**src/rtl/instr_fetch_unit_pkg.sv**
```systemverilog
// Shared definitions for the instruction fetch unit and the downstream type
// decoder: default reset PC, default buffer depth, RV32 major opcodes, the
// fetch FSM state type and the buffered entry layout.
package instr_fetch_unit_pkg;

  localparam logic [31:0] RESET_PC_DEFAULT = 32'h8000_0000;
  localparam int          DEPTH_DEFAULT    = 2;

  // Major opcodes found in inst[6:0], consumed by the type decoder.
  localparam logic [6:0] OPC_LOAD     = 7'b000_0011;
  localparam logic [6:0] OPC_MISC_MEM = 7'b000_1111;
  localparam logic [6:0] OPC_OP_IMM   = 7'b001_0011;
  localparam logic [6:0] OPC_AUIPC    = 7'b001_0111;
  localparam logic [6:0] OPC_STORE    = 7'b010_0011;
  localparam logic [6:0] OPC_OP       = 7'b011_0011;
  localparam logic [6:0] OPC_LUI      = 7'b011_0111;
  localparam logic [6:0] OPC_BRANCH   = 7'b110_0011;
  localparam logic [6:0] OPC_JALR     = 7'b110_0111;
  localparam logic [6:0] OPC_JAL      = 7'b110_1111;
  localparam logic [6:0] OPC_SYSTEM   = 7'b111_0011;

  typedef enum logic {
    ST_RUN  = 1'b0,
    ST_HALT = 1'b1
  } fetch_state_e;

  typedef struct packed {
    logic        fault;
    logic [31:0] pc;
    logic [31:0] inst;
  } fetch_entry_t;

  // Fault entries always carry a zero instruction word.
  function automatic fetch_entry_t fault_entry(input logic [31:0] pc);
    fetch_entry_t e;
    e.fault = 1'b1;
    e.pc    = pc;
    e.inst  = '0;
    return e;
  endfunction

endpackage

```
**src/rtl/instr_fetch_unit_if.sv**
```systemverilog
// Bus bundle of the instruction fetch unit.
//   redirect_*   : flush + restart request from the back end
//   imem_req_*   : fetch request channel (valid/ready)
//   imem_rsp_*   : in-order response channel (no back-pressure)
//   inst_*       : instruction stream to the type decoder (valid/ready)
// modport master = the fetch unit, modport slave = its environment.
interface instr_fetch_unit_if;
  logic        redirect_valid_in;
  logic [31:0] redirect_pc_in;
  logic        imem_req_valid_out;
  logic [31:0] imem_req_addr_out;
  logic        imem_req_ready_in;
  logic        imem_rsp_valid_in;
  logic [31:0] imem_rsp_data_in;
  logic        imem_rsp_err_in;
  logic        inst_valid_out;
  logic [31:0] inst_out;
  logic [31:0] inst_pc_out;
  logic        inst_fault_out;
  logic        inst_ready_in;

  modport master (
    input  redirect_valid_in, redirect_pc_in,
    output imem_req_valid_out, imem_req_addr_out,
    input  imem_req_ready_in,
    input  imem_rsp_valid_in, imem_rsp_data_in, imem_rsp_err_in,
    output inst_valid_out, inst_out, inst_pc_out, inst_fault_out,
    input  inst_ready_in
  );

  modport slave (
    output redirect_valid_in, redirect_pc_in,
    input  imem_req_valid_out, imem_req_addr_out,
    output imem_req_ready_in,
    output imem_rsp_valid_in, imem_rsp_data_in, imem_rsp_err_in,
    input  inst_valid_out, inst_out, inst_pc_out, inst_fault_out,
    output inst_ready_in
  );
endinterface

```
**src/rtl/instr_fetch_unit_fetch_fifo.sv**
```systemverilog
// fetch_fifo: synchronous FIFO with registered storage.
//   clk, rst   : clock, synchronous active-high reset (pointers/count only)
//   flush      : empties the FIFO; a same-cycle push lands as the only entry
//   push/push_data, pop : write / read strobes (pop on empty is ignored,
//                push on full is accepted only together with a pop)
//   head_data  : oldest entry, count/empty : occupancy
module fetch_fifo #(
  parameter int WIDTH = 65,
  parameter int DEPTH = 2
) (
  input  logic                       clk,
  input  logic                       rst,
  input  logic                       flush,
  input  logic                       push,
  input  logic [WIDTH-1:0]           push_data,
  input  logic                       pop,
  output logic [WIDTH-1:0]           head_data,
  output logic [$clog2(DEPTH+1)-1:0] count,
  output logic                       empty
);
  localparam int PTR_W = (DEPTH > 1) ? $clog2(DEPTH) : 1;
  localparam int CNT_W = $clog2(DEPTH + 1);

  logic [WIDTH-1:0] mem [DEPTH];
  logic [PTR_W-1:0] rd_ptr, wr_ptr;
  logic [CNT_W-1:0] cnt;
  logic             full, do_push, do_pop, wr_en;
  logic [PTR_W-1:0] wr_idx;

  function automatic logic [PTR_W-1:0] ptr_inc(input logic [PTR_W-1:0] p);
    return (p == PTR_W'(DEPTH - 1)) ? '0 : p + PTR_W'(1);
  endfunction

  assign empty   = (cnt == '0);
  assign full    = (cnt == CNT_W'(DEPTH));
  assign do_pop  = pop && !empty;
  assign do_push = push && (!full || do_pop);
  assign wr_en   = flush ? push : do_push;
  assign wr_idx  = flush ? '0 : wr_ptr;

  always_ff @(posedge clk) begin
    if (rst) begin
      rd_ptr <= '0;
      wr_ptr <= '0;
      cnt    <= '0;
    end else if (flush) begin
      rd_ptr <= '0;
      wr_ptr <= push ? ptr_inc('0) : '0;
      cnt    <= push ? CNT_W'(1) : '0;
    end else begin
      if (do_push) wr_ptr <= ptr_inc(wr_ptr);
      if (do_pop)  rd_ptr <= ptr_inc(rd_ptr);
      cnt <= cnt + CNT_W'(do_push) - CNT_W'(do_pop);
    end
  end

  always_ff @(posedge clk) begin
    if (wr_en) mem[wr_idx] <= push_data;
  end

  assign head_data = mem[rd_ptr];
  assign count     = cnt;

endmodule

```
**src/rtl/instr_fetch_unit.sv**
```systemverilog
// instr_fetch_unit: issues in-order instruction fetches and buffers the
// responses for the type decoder.
//   clk_in, rst_in : clock, synchronous active-high reset
//   bus (master)   : redirect, imem request/response, decoder stream
// Outstanding requests are counted by the in-flight PC FIFO itself; responses
// belonging to requests made before a redirect are counted in discard_cnt
// and dropped on arrival.
module instr_fetch_unit
  import instr_fetch_unit_pkg::*;
#(
  parameter logic [31:0] RESET_PC = RESET_PC_DEFAULT,
  parameter int          DEPTH    = DEPTH_DEFAULT
) (
  input logic               clk_in,
  input logic               rst_in,
  instr_fetch_unit_if.master bus
);
  localparam int               CNT_W   = $clog2(DEPTH + 1);
  localparam logic [CNT_W:0]   DEPTH_L = (CNT_W + 1)'(DEPTH);

  fetch_state_e     state, state_next;
  logic [31:0]      pc;
  logic [CNT_W-1:0] discard_cnt, outstanding, buf_count;
  logic             buf_empty, pcq_empty;
  logic [31:0]      pcq_head;
  fetch_entry_t     buf_head, buf_push_data;
  logic             redirect, misaligned, req_valid, req_fire;
  logic             rsp_take, rsp_drop, buf_push, buf_pop, inst_valid;
  logic [CNT_W:0]   occupancy, inflight;

  // Pending discards after a redirect: a response arriving in the redirect
  // cycle consumes one of them; never goes below zero.
  function automatic logic [CNT_W-1:0] sat_dec(input logic [CNT_W:0] a,
                                               input logic            dec);
    if (dec && a == '0) return '0;
    return CNT_W'(a - (CNT_W + 1)'(dec));
  endfunction

  assign redirect   = bus.redirect_valid_in;
  assign misaligned = redirect && (bus.redirect_pc_in[1:0] != 2'b00);
  assign occupancy  = {1'b0, outstanding} + {1'b0, buf_count};
  assign inflight   = {1'b0, outstanding} + {1'b0, discard_cnt};

  always_comb begin
    state_next = state;
    req_valid  = 1'b0;
    if (redirect)
      state_next = misaligned ? ST_HALT : ST_RUN;
    else if (rsp_take && bus.imem_rsp_err_in)
      state_next = ST_HALT;
    req_valid = (state == ST_RUN) && !redirect && !rst_in &&
                (occupancy < DEPTH_L) && (inflight < DEPTH_L);
  end

  always_ff @(posedge clk_in) begin
    if (rst_in) state <= ST_RUN;
    else        state <= state_next;
  end

  assign req_fire = req_valid && bus.imem_req_ready_in;
  assign rsp_take = bus.imem_rsp_valid_in && (discard_cnt == '0) && !pcq_empty;
  assign rsp_drop = bus.imem_rsp_valid_in && (discard_cnt != '0);

  always_ff @(posedge clk_in) begin
    if (rst_in) begin
      pc          <= RESET_PC;
      discard_cnt <= '0;
    end else if (redirect) begin
      pc          <= {bus.redirect_pc_in[31:2], 2'b00};
      discard_cnt <= sat_dec(inflight, bus.imem_rsp_valid_in);
    end else begin
      if (req_fire) pc          <= pc + 32'd4;
      if (rsp_drop) discard_cnt <= discard_cnt - CNT_W'(1);
    end
  end

  fetch_fifo #(.WIDTH(32), .DEPTH(DEPTH)) u_pc_fifo (
    .clk       (clk_in),
    .rst       (rst_in),
    .flush     (redirect),
    .push      (req_fire),
    .push_data (pc),
    .pop       (rsp_take),
    .head_data (pcq_head),
    .count     (outstanding),
    .empty     (pcq_empty)
  );

  always_comb begin
    buf_push_data = fault_entry(bus.redirect_pc_in);
    if (!misaligned) begin
      buf_push_data.fault = bus.imem_rsp_err_in;
      buf_push_data.pc    = pcq_head;
      buf_push_data.inst  = bus.imem_rsp_err_in ? 32'h0 : bus.imem_rsp_data_in;
    end
  end

  assign buf_push   = misaligned || (!redirect && rsp_take);
  assign inst_valid = !rst_in && !buf_empty;
  assign buf_pop    = inst_valid && bus.inst_ready_in && !redirect;

  // Instruction buffer: pushed entries appear at the head one cycle later.
  fetch_fifo #(.WIDTH($bits(fetch_entry_t)), .DEPTH(DEPTH)) u_inst_fifo (
    .clk       (clk_in),
    .rst       (rst_in),
    .flush     (redirect),
    .push      (buf_push),
    .push_data (buf_push_data),
    .pop       (buf_pop),
    .head_data (buf_head),
    .count     (buf_count),
    .empty     (buf_empty)
  );

  assign bus.imem_req_valid_out = req_valid;
  assign bus.imem_req_addr_out  = pc;
  assign bus.inst_valid_out     = inst_valid;
  assign bus.inst_out           = inst_valid ? buf_head.inst : 32'h0;
  assign bus.inst_pc_out        = inst_valid ? buf_head.pc : 32'h0;
  assign bus.inst_fault_out     = inst_valid && buf_head.fault;

endmodule

```
**src/flat_wrapper.sv**
```systemverilog
// flat-port wrapper written by rule: the top's interface ports become plain ports
module instr_fetch_unit_flat import instr_fetch_unit_pkg::*;
#(
  parameter logic [31:0] RESET_PC = RESET_PC_DEFAULT,
  parameter int          DEPTH    = DEPTH_DEFAULT
)
  (clk_in, rst_in, bus_redirect_valid_in, bus_redirect_pc_in, bus_imem_req_valid_out, bus_imem_req_addr_out, bus_imem_req_ready_in, bus_imem_rsp_valid_in, bus_imem_rsp_data_in, bus_imem_rsp_err_in, bus_inst_valid_out, bus_inst_out, bus_inst_pc_out, bus_inst_fault_out, bus_inst_ready_in);
  instr_fetch_unit_if bus_i ();
  input logic clk_in;
  input logic rst_in;
  input wire logic [$bits(bus_i.redirect_valid_in)-1:0] bus_redirect_valid_in;
  input wire logic [$bits(bus_i.redirect_pc_in)-1:0] bus_redirect_pc_in;
  output wire logic [$bits(bus_i.imem_req_valid_out)-1:0] bus_imem_req_valid_out;
  output wire logic [$bits(bus_i.imem_req_addr_out)-1:0] bus_imem_req_addr_out;
  input wire logic [$bits(bus_i.imem_req_ready_in)-1:0] bus_imem_req_ready_in;
  input wire logic [$bits(bus_i.imem_rsp_valid_in)-1:0] bus_imem_rsp_valid_in;
  input wire logic [$bits(bus_i.imem_rsp_data_in)-1:0] bus_imem_rsp_data_in;
  input wire logic [$bits(bus_i.imem_rsp_err_in)-1:0] bus_imem_rsp_err_in;
  output wire logic [$bits(bus_i.inst_valid_out)-1:0] bus_inst_valid_out;
  output wire logic [$bits(bus_i.inst_out)-1:0] bus_inst_out;
  output wire logic [$bits(bus_i.inst_pc_out)-1:0] bus_inst_pc_out;
  output wire logic [$bits(bus_i.inst_fault_out)-1:0] bus_inst_fault_out;
  input wire logic [$bits(bus_i.inst_ready_in)-1:0] bus_inst_ready_in;
  assign bus_i.redirect_valid_in = bus_redirect_valid_in;
  assign bus_i.redirect_pc_in = bus_redirect_pc_in;
  assign bus_imem_req_valid_out = bus_i.imem_req_valid_out;
  assign bus_imem_req_addr_out = bus_i.imem_req_addr_out;
  assign bus_i.imem_req_ready_in = bus_imem_req_ready_in;
  assign bus_i.imem_rsp_valid_in = bus_imem_rsp_valid_in;
  assign bus_i.imem_rsp_data_in = bus_imem_rsp_data_in;
  assign bus_i.imem_rsp_err_in = bus_imem_rsp_err_in;
  assign bus_inst_valid_out = bus_i.inst_valid_out;
  assign bus_inst_out = bus_i.inst_out;
  assign bus_inst_pc_out = bus_i.inst_pc_out;
  assign bus_inst_fault_out = bus_i.inst_fault_out;
  assign bus_i.inst_ready_in = bus_inst_ready_in;
  instr_fetch_unit #(.RESET_PC(RESET_PC), .DEPTH(DEPTH)) u_core (.clk_in(clk_in), .rst_in(rst_in), .bus(bus_i));
endmodule
```
**config.mk**
```make
export PLATFORM = sky130hd
export DESIGN_NAME = instr_fetch_unit_flat
export DESIGN_NICKNAME = d
export VERILOG_FILES = /design/src/rtl/instr_fetch_unit_pkg.sv /design/src/rtl/instr_fetch_unit_if.sv /design/src/rtl/instr_fetch_unit_fetch_fifo.sv /design/src/rtl/instr_fetch_unit.sv /design/src/flat_wrapper.sv
export SDC_FILE = /design/constraint.sdc
export NUM_CORES = 1
export LEC_CHECK = 0
export CELL_PAD_IN_SITES_DETAIL_PLACEMENT = 1
export CELL_PAD_IN_SITES_GLOBAL_PLACEMENT = 2
export CORE_MARGIN = 2
export CORE_UTILIZATION = 36
export DETAILED_ROUTE_END_ITERATION = 16
export PLACE_DENSITY = 0.83
export SLEW_MARGIN = 20
export SYNTH_ARGS = -nofsm -noshare
export SYNTH_HDL_FRONTEND = slang
export SYNTH_SLANG_ARGS = --single-unit
```
**constraint.sdc**
```tcl
create_clock -name clk_in -period 8.8 [get_ports clk_in]
set_input_delay 1.32 -clock clk_in [delete_from_list [all_inputs] [get_ports clk_in]]
set_output_delay 1.32 -clock clk_in [all_outputs]
set_load 0.03 [all_outputs]
```
==> flow_summary.ini <==
[job]
cap_violations = 0

[pwr]
vdd_drop_max_mv = 0.131
powerDensity_nw_per_um2 = 205
leakagePower_nw = 4.37

[logic_synthesis]
yosys.area.top_type_share_pct = 56.9
synth_common_cells = 190 x edfxtp_1, 121 x nor2_1, 96 x mux2i_1, 50 x a21oi_1, 43 x dfxtp_1
yosysMostFrequentCell = edfxtp_1
syn_area_um2 = 10000
seq_area_frac_synth_pct = 65.5
synth_edf_count = 190
yosysTopAreaCell = edfxtp_1
yosysWarnings = 0
synth-main-ff-cell = edfxtp_1
ys_ff_latch = 233
syn_inst = 791
synthTopCellsByArea = edfxtp_1 57%, mux2i_1 9.6%, dfxtp_1 8.6%, nor2_1 4.5%, and3_1 2.6%
ys_types = 50
synth-async-reset-ratio_pct = 0
syn_avg_cell_area_um2 = 12.7

[cts]
ctsResizeCount = 0
cts_hold_buf = 0
cts_setup_buffers = 0
cts_buffer_depth = 3
root_buffer = clkbuf_16
ctsHtreeMaxLevel = 1
clock_latency_ns = 0.52
cts_sinks = 233
cts_made_buffers = 26
clk_pin_slew_ns = 0.06
cts_tree = built

[routing]
drcViolationCount = 0
vias = 6850
final_antenna_net_count = 0
dr.pass1.iters = 4
wire_per_inst_um = 19.7
drt_iter0_markers = 413
wirelength_um = 26700
via_per_inst = 5.07

[critical_path]
critPathLaunch = rst_in
required_ns = 7.48
crit_path_start_kind = input port
crit-reg2reg-launch = u_core.u_inst_fifo.count[0]$_SDFF_PP0_
worstPathMaxFanout = 52
critPathArrivalTime_ns = 4.12
critical_path_class = in -> out
endpoint_kind = output pin

[global_routing]
grt_max_degree = 95
gr-total-overflow = 0
antenna_found_initial = 0
gr-usage-all-layers_pct = 18.0
grt_pass1_vias = 7054
grt_pass1_wl_um = 40500

[sta]
fin_skew_ns = 0.0108
rsz0062_at_grt = no
finalSetupTns_ns = 0
setup-violations-final = 0
clock.fmax_mhz = 184
final_hold_viol_count = 0
finalCritPeriodShare_pct = 61.9
min_period_ns = 5.44
maxSlewViolCount = 0
slew_headroom_pct = 31.9
worstMarginPinSlew_ns = 1.02

[layout]
syn2layout_area_growth_pct = 30.2
n_antenna_cell = 0
seqCellArea_um2 = 6570
fillers = 2877
final_nets = 1031
drive_gt1_share_pct = 7.30
fin_cells = 1350
multi_input_area_um2 = 3300

[hold_path]
hp-class = reg -> reg
hold_start = u_core.u_inst_fifo.rd_ptr$_SDFFE_PP0P_

[die]
io_pins = 170
fp.dieH_um = 171
die_w_um = 171
die_area_um2 = 29200
start_util_pct = 36.3
rows = 61
core_area_um2 = 27600

[placed_design]
dp_cells = 1301
gp_congestion = 0.744
hpwl_um = 17300
portBuffers = 167

[outcome]
status = finished, final reports clean
[final timing paths]
path         cells after the start                                endpoint  slack (ns)
max                              7                      bus_inst_valid_out        3.36
min                              2  u_core.u_inst_fifo.rd_ptr$_SDFFE_PP0P_        0.51
max reg2reg                      6   u_core.u_pc_fifo.mem[0][13]$_DFFE_PP_        4.38
min reg2reg                      2  u_core.u_inst_fifo.rd_ptr$_SDFFE_PP0P_        0.51
[sequential cells by signal, summed over array words and instances, names as in the netlist, named ones only]
register / flops
u_core.u_inst_fifo.wr_ptr: 1
u_core.u_inst_fifo.count: 2
u_core.bus.imem_req_addr_out: 30
u_core.u_pc_fifo.wr_ptr: 1
u_core.state: 1
u_core.u_inst_fifo.rd_ptr: 1
u_core.u_pc_fifo.count: 2
u_core.discard_cnt: 2
u_core.u_inst_fifo.mem: 130
u_core.u_pc_fifo.rd_ptr: 1
u_core.u_pc_fifo.mem: 60
[placed cells by master, fill, tap and decap left out, types with 3 or more instances in the layout]
master	count
nor2_1	121
dfxtp_1	41
clkbuf_16	27
nor4_1	5
nand2_1	29
mux2_2	3
xnor2_1	6
a31oi_1	10
and3_1	41
clkbuf_8	6
mux2i_1	96
xor2_1	19
edfxtp_1	190
nand3_1	13
and2_1	11
nand4_1	18
or3_1	3
o21ai_0	6
a211oi_1	7
clkdlybuf4s50_1	166
buf_4	12
clkbuf_1	9
o31a_1	4
nor3_1	6
a21oi_1	50
ha_1	6
o22ai_1	8
inv_1	9
bufinv_16	3
[area by class of cell]
cell class	instances	share of cell area, %
repair buffers	180	13.6
clock buffers	42	6.07
multi-input cells	501	25.3
flip-flops and latches	233	50.3
clock inverters	6	0.824
inverters	10	0.287
well taps	378	3.62
[power by group]
part	internal, W	switching, W
Sequential	0.00123	0.0000306
Clock	0.000700	0.000421
Combinational	0.000120	0.000173
Total	0.00205	0.000625
[through the flow]
step | setup slack (ns) | area [um^2] | util, % | total power, W | hold slack [ns]
after floorplan | 1.53 | 10000 | - | 0.00145 | 0.467
after global placement | 3.36 | 12100 | 43.9 | 0.00157 | 0.485
after detailed placement | 3.31 | 12100 | 43.9 | 0.00158 | 0.493
after CTS | 3.32 | 13000 | 47.2 | 0.00271 | 0.513
after global routing | 3.18 | 13100 | 47.3 | 0.00277 | 0.551
final | 3.36 | 13100 | 47.3 | 0.00268 | 0.508
[per-layer routing]
layer	track usage, %	up-vias	wire (um)
li1	-	3252	-
met1	23.7	3416	12000
met2	31.3	152	13000
met3	2.75	30	1100
met4	3.87	0	480
met5	0	-	0
[worst max-delay path, stage by stage]
cell and delay [ns]:
clkdlybuf4s50_1 0.47, buf_4 0.38, inv_1 0.22, o21ai_4 0.24, buf_4 0.56, inv_1 0.19
clkdlybuf4s50_1 0.64
[cells by family after synthesis]
group | share of synthesized area (%)
xor+xnor | 2.18
flops | 65.5
mux | 9.92
compound gates | 6.11
fa+ha+maj | 1.15
simple gates | 12.9
other cells | 0.0374
buf+inv | 2.25
Power figures use the tool's default switching activity.
